## src/rtl/div_sequencer.sv

```systemverilog
`default_nettype none
// ============================================================================
// Module      : div_sequencer
// Description : Multi-cycle sequencer for the RV32M divide ops (DIV, DIVU, REM,
//               REMU). It uses a radix-2 restoring divider that produces one
//               quotient bit per clock. Divide-by-zero and signed overflow are
//               resolved on the accept edge without iterating.
//               Optional macro DIV_RESULT_CACHE_EN adds a one-entry result
//               cache. On a hit, the op completes with single-cycle latency.
// Revision    : 1.0 - initial release
// ============================================================================
module div_sequencer #(
    parameter int XLEN = 32
) (
    input  logic            clk,
    input  logic            rst,
    input  logic            Start,
    input  logic [1:0]      Op,
    input  logic [XLEN-1:0] A,
    input  logic [XLEN-1:0] B,
    input  logic            Flush,
    output logic            Busy,
    output logic            Done,
    output logic [XLEN-1:0] Result
);

    localparam int              c_cnt_w = $clog2(XLEN);
    localparam logic [c_cnt_w-1:0] c_last = c_cnt_w'(XLEN - 1);

    localparam logic [1:0] c_idle = 2'd0;
    localparam logic [1:0] c_calc = 2'd1;
    localparam logic [1:0] c_fix  = 2'd2;
    localparam logic [1:0] c_done = 2'd3;

    logic [1:0]         r_state;
    logic [1:0]         w_next_state;
    logic [c_cnt_w-1:0] r_cnt;
    logic               r_op_rem;
    logic               r_q_neg;
    logic               r_r_neg;
    logic [XLEN-1:0]    r_dvd;
    logic [XLEN-1:0]    r_dvs;
    logic [XLEN-1:0]    r_rem;
    logic [XLEN-1:0]    r_result;

    logic               w_accept;
    logic               w_signed;
    logic               w_a_neg;
    logic               w_b_neg;
    logic [XLEN-1:0]    w_abs_a;
    logic [XLEN-1:0]    w_abs_b;
    logic               w_div_zero;
    logic               w_ovf;
    logic               w_special;
    logic [XLEN-1:0]    w_special_result;
    logic               w_hit;
    logic [XLEN-1:0]    w_hit_result;
    logic [XLEN:0]      w_shift;
    logic [XLEN:0]      w_diff;
    logic               w_borrow;
    logic [XLEN-1:0]    w_quot;
    logic [XLEN-1:0]    w_remd;

    assign w_accept   = (r_state == c_idle) & Start & ~Flush;
    assign w_signed   = ~Op[0];
    assign w_a_neg    = w_signed & A[XLEN-1];
    assign w_b_neg    = w_signed & B[XLEN-1];
    // Magnitudes stay XLEN-bit unsigned; the most negative value maps onto itself, which is still correct.
    assign w_abs_a    = w_a_neg ? (~A + 1'b1) : A;
    assign w_abs_b    = w_b_neg ? (~B + 1'b1) : B;
    assign w_div_zero = (B == '0);
    assign w_ovf      = w_signed & (A == {1'b1, {(XLEN-1){1'b0}}}) & (B == '1);
    assign w_special  = w_div_zero | w_ovf;

    // Architectural results for the cases that skip iteration.
    always_comb begin
        w_special_result = '0;
        if (w_div_zero) begin
            w_special_result = Op[1] ? A : '1;
        end else if (w_ovf) begin
            w_special_result = Op[1] ? '0 : A;
        end
    end

    // The partial remainder shift keeps its carry-out bit. The remainder is always
    // below the divisor, and a divisor above 2^(XLEN-1) can make the shifted value
    // need XLEN+1 bits.
    assign w_shift  = {r_rem, r_dvd[XLEN-1]};
    assign w_diff   = w_shift - {1'b0, r_dvs};
    assign w_borrow = w_diff[XLEN];
    assign w_quot   = r_q_neg ? (~r_dvd + 1'b1) : r_dvd;
    assign w_remd   = r_r_neg ? (~r_rem + 1'b1) : r_rem;
    assign Result   = r_result;

`ifdef DIV_RESULT_CACHE_EN
    logic            r_a;
    logic            r_c_valid;
    logic            r_c_uns;
    logic            r_a_uns;
    logic [XLEN-1:0] r_a_val;
    logic [XLEN-1:0] r_b_val;
    logic [XLEN-1:0] r_c_a;
    logic [XLEN-1:0] r_c_b;
    logic [XLEN-1:0] r_c_quot;
    logic [XLEN-1:0] r_c_rem;

    assign w_hit        = r_c_valid & (A == r_c_a) & (B == r_c_b) & (Op[0] == r_c_uns);
    assign w_hit_result = Op[1] ? r_c_rem : r_c_quot;

    // This block holds the operands of the in-flight op. It commits them to the cache
    // only when the op finishes FIX normally. A flushed op is lost.
    always_ff @(posedge clk or posedge rst) begin
        if (rst) begin
            r_a       <= 1'b0;
            r_a_uns   <= 1'b0;
            r_a_val   <= '0;
            r_b_val   <= '0;
            r_c_valid <= 1'b0;
            r_c_uns   <= 1'b0;
            r_c_a     <= '0;
            r_c_b     <= '0;
            r_c_quot  <= '0;
            r_c_rem   <= '0;
        end else begin
            if (w_accept) begin
                r_a     <= 1'b1;
                r_a_uns <= Op[0];
                r_a_val <= A;
                r_b_val <= B;
            end
            if ((r_state == c_fix) && !Flush && r_a) begin
                r_c_valid <= 1'b1;
                r_c_uns   <= r_a_uns;
                r_c_a     <= r_a_val;
                r_c_b     <= r_b_val;
                r_c_quot  <= w_quot;
                r_c_rem   <= w_remd;
            end
        end
    end
`else
    assign w_hit        = 1'b0;
    assign w_hit_result = '0;
`endif

    // State register.
    always_ff @(posedge clk or posedge rst) begin
        if (rst) begin
            r_state <= c_idle;
        end else begin
            r_state <= w_next_state;
        end
    end

    // Next-state logic and status outputs. Flush has priority over every transition.
    always_comb begin
        w_next_state = r_state;
        Busy         = 1'b0;
        Done         = 1'b0;
        case (r_state)
            c_idle: begin
                if (w_accept) begin
                    w_next_state = (w_special | w_hit) ? c_done : c_calc;
                end
            end
            c_calc: begin
                Busy = 1'b1;
                if (r_cnt == c_last) begin
                    w_next_state = c_fix;
                end
            end
            c_fix: begin
                Busy         = 1'b1;
                w_next_state = c_done;
            end
            c_done: begin
                Done         = 1'b1;
                w_next_state = c_idle;
            end
            default: w_next_state = c_idle;
        endcase
        if (Flush) begin
            w_next_state = c_idle;
        end
    end

    // Datapath: operand capture, one restoring step per CALC cycle, sign fix-up and result register.
    always_ff @(posedge clk or posedge rst) begin
        if (rst) begin
            r_cnt    <= '0;
            r_op_rem <= 1'b0;
            r_q_neg  <= 1'b0;
            r_r_neg  <= 1'b0;
            r_dvd    <= '0;
            r_dvs    <= '0;
            r_rem    <= '0;
            r_result <= '0;
        end else if (!Flush) begin
            case (r_state)
                c_idle: begin
                    if (Start) begin
                        r_op_rem <= Op[1];
                        r_q_neg  <= w_a_neg ^ w_b_neg;
                        r_r_neg  <= w_a_neg;
                        r_dvd    <= w_abs_a;
                        r_dvs    <= w_abs_b;
                        r_rem    <= '0;
                        r_cnt    <= '0;
                        if (w_special) begin
                            r_result <= w_special_result;
                        end else if (w_hit) begin
                            r_result <= w_hit_result;
                        end
                    end
                end
                c_calc: begin
                    r_rem <= w_borrow ? w_shift[XLEN-1:0] : w_diff[XLEN-1:0];
                    r_dvd <= {r_dvd[XLEN-2:0], ~w_borrow};
                    r_cnt <= r_cnt + 1'b1;
                end
                c_fix: begin
                    r_result <= r_op_rem ? w_remd : w_quot;
                end
                default: ;
            endcase
        end
    end

endmodule
`default_nettype wire

```

## config.mk

```make
export PLATFORM = sky130hd
export DESIGN_NAME = div_sequencer
export DESIGN_NICKNAME = d
export VERILOG_FILES = /design/src/rtl/div_sequencer.sv
export SDC_FILE = /design/constraint.sdc
export NUM_CORES = 1
export LEC_CHECK = 0
export BUFFER_PORTS_ARGS = -buffer_cell sky130_fd_sc_hd__buf_2
export CAP_MARGIN = 40
export CORE_UTILIZATION = 50
export DETAILED_ROUTE_END_ITERATION = 7
export PLACE_DENSITY = 0.78
export SYNTH_ARGS = -nofsm -noshare
export SYNTH_HDL_FRONTEND = slang
export SYNTH_SLANG_ARGS = --single-unit
```

## constraint.sdc

```tcl
create_clock -name clk -period 3.7 [get_ports clk]
set_input_delay 0.37 -clock clk [delete_from_list [all_inputs] [get_ports clk]]
set_output_delay 0.37 -clock clk [all_outputs]
set_load 0.01 [all_outputs]
```

==> impl_metrics.env <==
export IMPL_outcome="finished clean"
export IMPL_syn_area_um2=10500
export IMPL_ctsHtreeMaxLevel=4
export IMPL_clkSinkCount=138
export IMPL_multi_input_area_um2=6610
export IMPL_worstPathCellList="inv_1, ha_1, fa_1, nand2b_1, a21oi_1, o21ai_1, a2111oi_2, o21ai_1, mux2i_1, o21ai_1, o221ai_1"
export IMPL_postSynth_asyncResetShare_pct=100
export IMPL_mostFrequentLayoutCells="o21ai_0 (152), dfrtp_1 (138), nand2_1 (130)"
export IMPL_grt_max_degree=77
export IMPL_worst_ep_arrival_time_ps=3740
export IMPL_maxCapViolCount=0
export IMPL_swShare_pct=47.3
export IMPL_period_needed_ps=3470
export IMPL_grt_total_usage_pct=27.3
export IMPL_place_gp_congestion=0.918
export IMPL_ctsResizeCount=0
export IMPL_netlist_instances=1269
export IMPL_worst_path_buf_inv=1
export IMPL_nets=1473
export IMPL_coreArea_um2=20400
export IMPL_ys_flop_type="dfrtp_1"
export IMPL_root_buffer="clkbuf_16"
export IMPL_ir_drop_uv=445
export IMPL_synthTopCellsByArea="dfrtp_1 (33%), o21ai_0 (7.2%), xnor2_1 (6.2%), xor2_1 (6.0%), ha_1 (5.1%)"
export IMPL_nFillCells=1825
export IMPL_synth_top_area_share_pct=32.8
export IMPL_die_w_um=147
export IMPL_synth_nets=1383
export IMPL_cp_top_family="compound AO/OA/AOI/OAI gates"
export IMPL_setup_tns_ps=0
export IMPL_seq_power_share_pct=25.2
export IMPL_max_stage_delay_ps=560
export IMPL_die_h_um=147
export IMPL_worstPathMaxFanout=9
export IMPL_grt_pass1_vias=9367
export IMPL_drive_gt1_share_pct=14.0
export IMPL_drv_slew=0
export IMPL_drt_total_wl_um=29100
export IMPL_setup_viol=0
export IMPL_grt_pass1_wl_um=47100
export IMPL_yosys_warnings=0
export IMPL_p_clk_share_pct=16.2
export IMPL_drcViolationCount=0
export IMPL_power_density_nw_per_um2=948
export IMPL_antenna_left=0
export IMPL_dieArea_um2=21600
export IMPL_critPathCaptureType="register"
export IMPL_insertion_delay_ps=440
export IMPL_p_leak_nw=5.33
export IMPL_cts_clk_slew_worst_paths_ps=60
export IMPL_post_route_util_pct=59.1
export IMPL_seq_area_um2=3450
export IMPL_crit_path_top_delay_cell="o21ai_1"
export IMPL_final_cell_area_um2=12100
export IMPL_route_vias_total=10026
export IMPL_hold_path_class="in2async"
export IMPL_seq_area_frac_synth_pct=32.8
export IMPL_path_depth=11
export IMPL_worst_slack_ps=227
export IMPL_cts_tree="yes"
export IMPL_worstMarginPinSlew_ps=933
export IMPL_slew_headroom_pct=37.8
export IMPL_timing_rr_start="r_dvd[31]$_DFFE_PP0P_"
export IMPL_placement_io_buffers=103
export IMPL_synth_distinct_cells=67
export IMPL_io_pins=104
export IMPL_area_growth_pct=14.6
export IMPL_grt_overflow=0
export IMPL_n_antenna_cell=0
export IMPL_synth_area_leader_cell="dfrtp_1"
export IMPL_path_common_cell="o21ai_1"
export IMPL_min_period_over_period_pct=93.9
export IMPL_rrSetupSlack_ps=230
export IMPL_worstSetupPathType="reg2reg"
export IMPL_firstDrtPassIters=6
export IMPL_p_int_w=0.00602
export IMPL_synth_edf_count=0
export IMPL_dpl_worst_slack_ps=231
export IMPL_crit_required_ps=3970
export IMPL_initial_core_util_pct=51.5
export IMPL_final_common_cell="o21ai_0"
export IMPL_grt_setup_unrepaired="false"
export IMPL_drt_iter0_drc=769
export IMPL_synth_avg_cell_area_um2=8.30
export IMPL_p_switching_w=0.00541
export IMPL_cts_buffers=17
export IMPL_hpwl_um=21300
export IMPL_reg2reg_depth=11
export IMPL_clock_path_buffers=2
export IMPL_r2r_end="r_dvd[0]$_DFFE_PP0P_"
export IMPL_rows=52
export IMPL_final_setup_skew_ps=11.1
export IMPL_vias_per_cell=6.11
export IMPL_routedWlPerCell_um=17.7
export IMPL_hold_viol_final=0
export IMPL_ys_seq_elements=138
export IMPL_antenna_found_initial=0
export IMPL_comb_power_share_pct=58.6
export IMPL_start_kind="register"
export IMPL_fmax_mhz=288
export IMPL_placed_area_um2=11400
[metrics by stage]
| stage | power, W | hold slack (ps) | cells |
|---|---|---|---|
| finish | 0.0114 | 60.8 | 1642 |
| global route | 0.0122 | 118 | 1642 |
| CTS | 0.0113 | 93.8 | 1640 |
| detailed placement | 0.00938 | 472 | 1608 |
| global placement | 0.00918 | 465 | 1606 |
| floorplan | 0.00769 | 436 | 1269 |
[state kept, by name (all words and copies together), names as in the netlist]
signal    cells
r_rem        32
r_dvs        32
r_q_neg       1
Result       32
r_dvd        32
r_r_neg       1
r_op_rem      1
r_state       2
r_cnt         5
[synth_stat cells, types with 5 or more instances]
cell type,count
or3_1,8
buf_2,8
clkbuf_1,51
a31oi_1,26
ha_1,43
a22oi_1,33
nand2_1,130
a22o_1,5
xnor2_1,75
a21oi_1,82
nand3_1,14
o21ai_1,13
nor2_1,96
nor2b_1,8
o31ai_1,27
nand2b_1,17
xor2_1,72
or4_1,12
nand4_1,11
mux2i_1,25
nor4_1,9
nor3_1,18
and3_1,8
nand3b_1,5
a32oi_1,5
o21a_1,6
dfrtp_1,138
a21o_1,10
inv_1,52
a211oi_1,11
o211ai_1,20
o21ai_0,152
o41ai_1,16
[area by class of cell]
cell class | count | share of cell area (%)
Clock buffer | 17 | 3.53
Clock inverter | 15 | 1.66
Inverter | 52 | 1.65
Multi-Input combinational cell | 1014 | 54.8
Sequential cell | 138 | 28.6
Tap cell | 270 | 2.80
Timing Repair Buffer | 136 | 6.97
[worst register-to-register path: cells and delay by family, from the launching register on]
| kind | cells | cell delay, ps |
|---|---|---|
| buf+inv | 1 | 100 |
| compound gates | 6 | 1850 |
| flops | 1 | 320 |
| fa+ha+maj | 2 | 640 |
| mux | 1 | 220 |
| simple gates | 1 | 180 |
[power by group through the flow]
stage | clock (W) | sequential (W) | combinational (W)
floorplan | 0 | 0.00278 | 0.00491
CTS | 0.00186 | 0.00286 | 0.00658
finish | 0.00185 | 0.00288 | 0.00670
global route | 0.00193 | 0.00297 | 0.00735
detailed placement | 0 | 0.00287 | 0.00651
global placement | 0 | 0.00289 | 0.00629
[cell families after synthesis]
logic type,after synthesis,share of synthesized area (%)
AO/OA/AOI/OAI,435,25.7
AND/OR/NAND/NOR,362,17.0
XOR/XNOR,147,12.2
flip-flops,138,32.8
buffers and inverters,117,4.48
adder cells (fa/ha/maj),44,5.30
multiplexers,26,2.48
[layer usage]
metal  up-vias  track usage, %  part of all wire (%)  wire length, µm
met1      4780            35.2                    44            12700
li1       4792               -                     -                -
met4         0            13.3                   4.3             1250
met5         -               0                     0                0
met2       355            43.9                    47            13600
met3        99            5.22                   5.4             1570
[timing repair]
| action | 4_1_cts | 5_1_grt |
|---|---|---|
| hold buffers | 0 | 0 |
| buffers inserted | 0 | 2 |
| endpoints found under the setup margin | 0 | 13 |
[worst max path at each step]
stage                                 end  slack, ps                   from
floorplan            r_rem[4]$_DFFE_PP0P_        680  r_dvd[31]$_DFFE_PP0P_
global placement     r_rem[9]$_DFFE_PP0P_        350  r_dvd[31]$_DFFE_PP0P_
detailed placement  r_rem[16]$_DFFE_PP0P_        230  r_dvd[31]$_DFFE_PP0P_
CTS                  r_rem[7]$_DFFE_PP0P_        210  r_dvd[31]$_DFFE_PP0P_
global route         r_dvd[0]$_DFFE_PP0P_          6  r_dvd[31]$_DFFE_PP0P_
finish               r_dvd[0]$_DFFE_PP0P_        230  r_dvd[31]$_DFFE_PP0P_
Note: power is estimated with default switching activity, not from simulation.
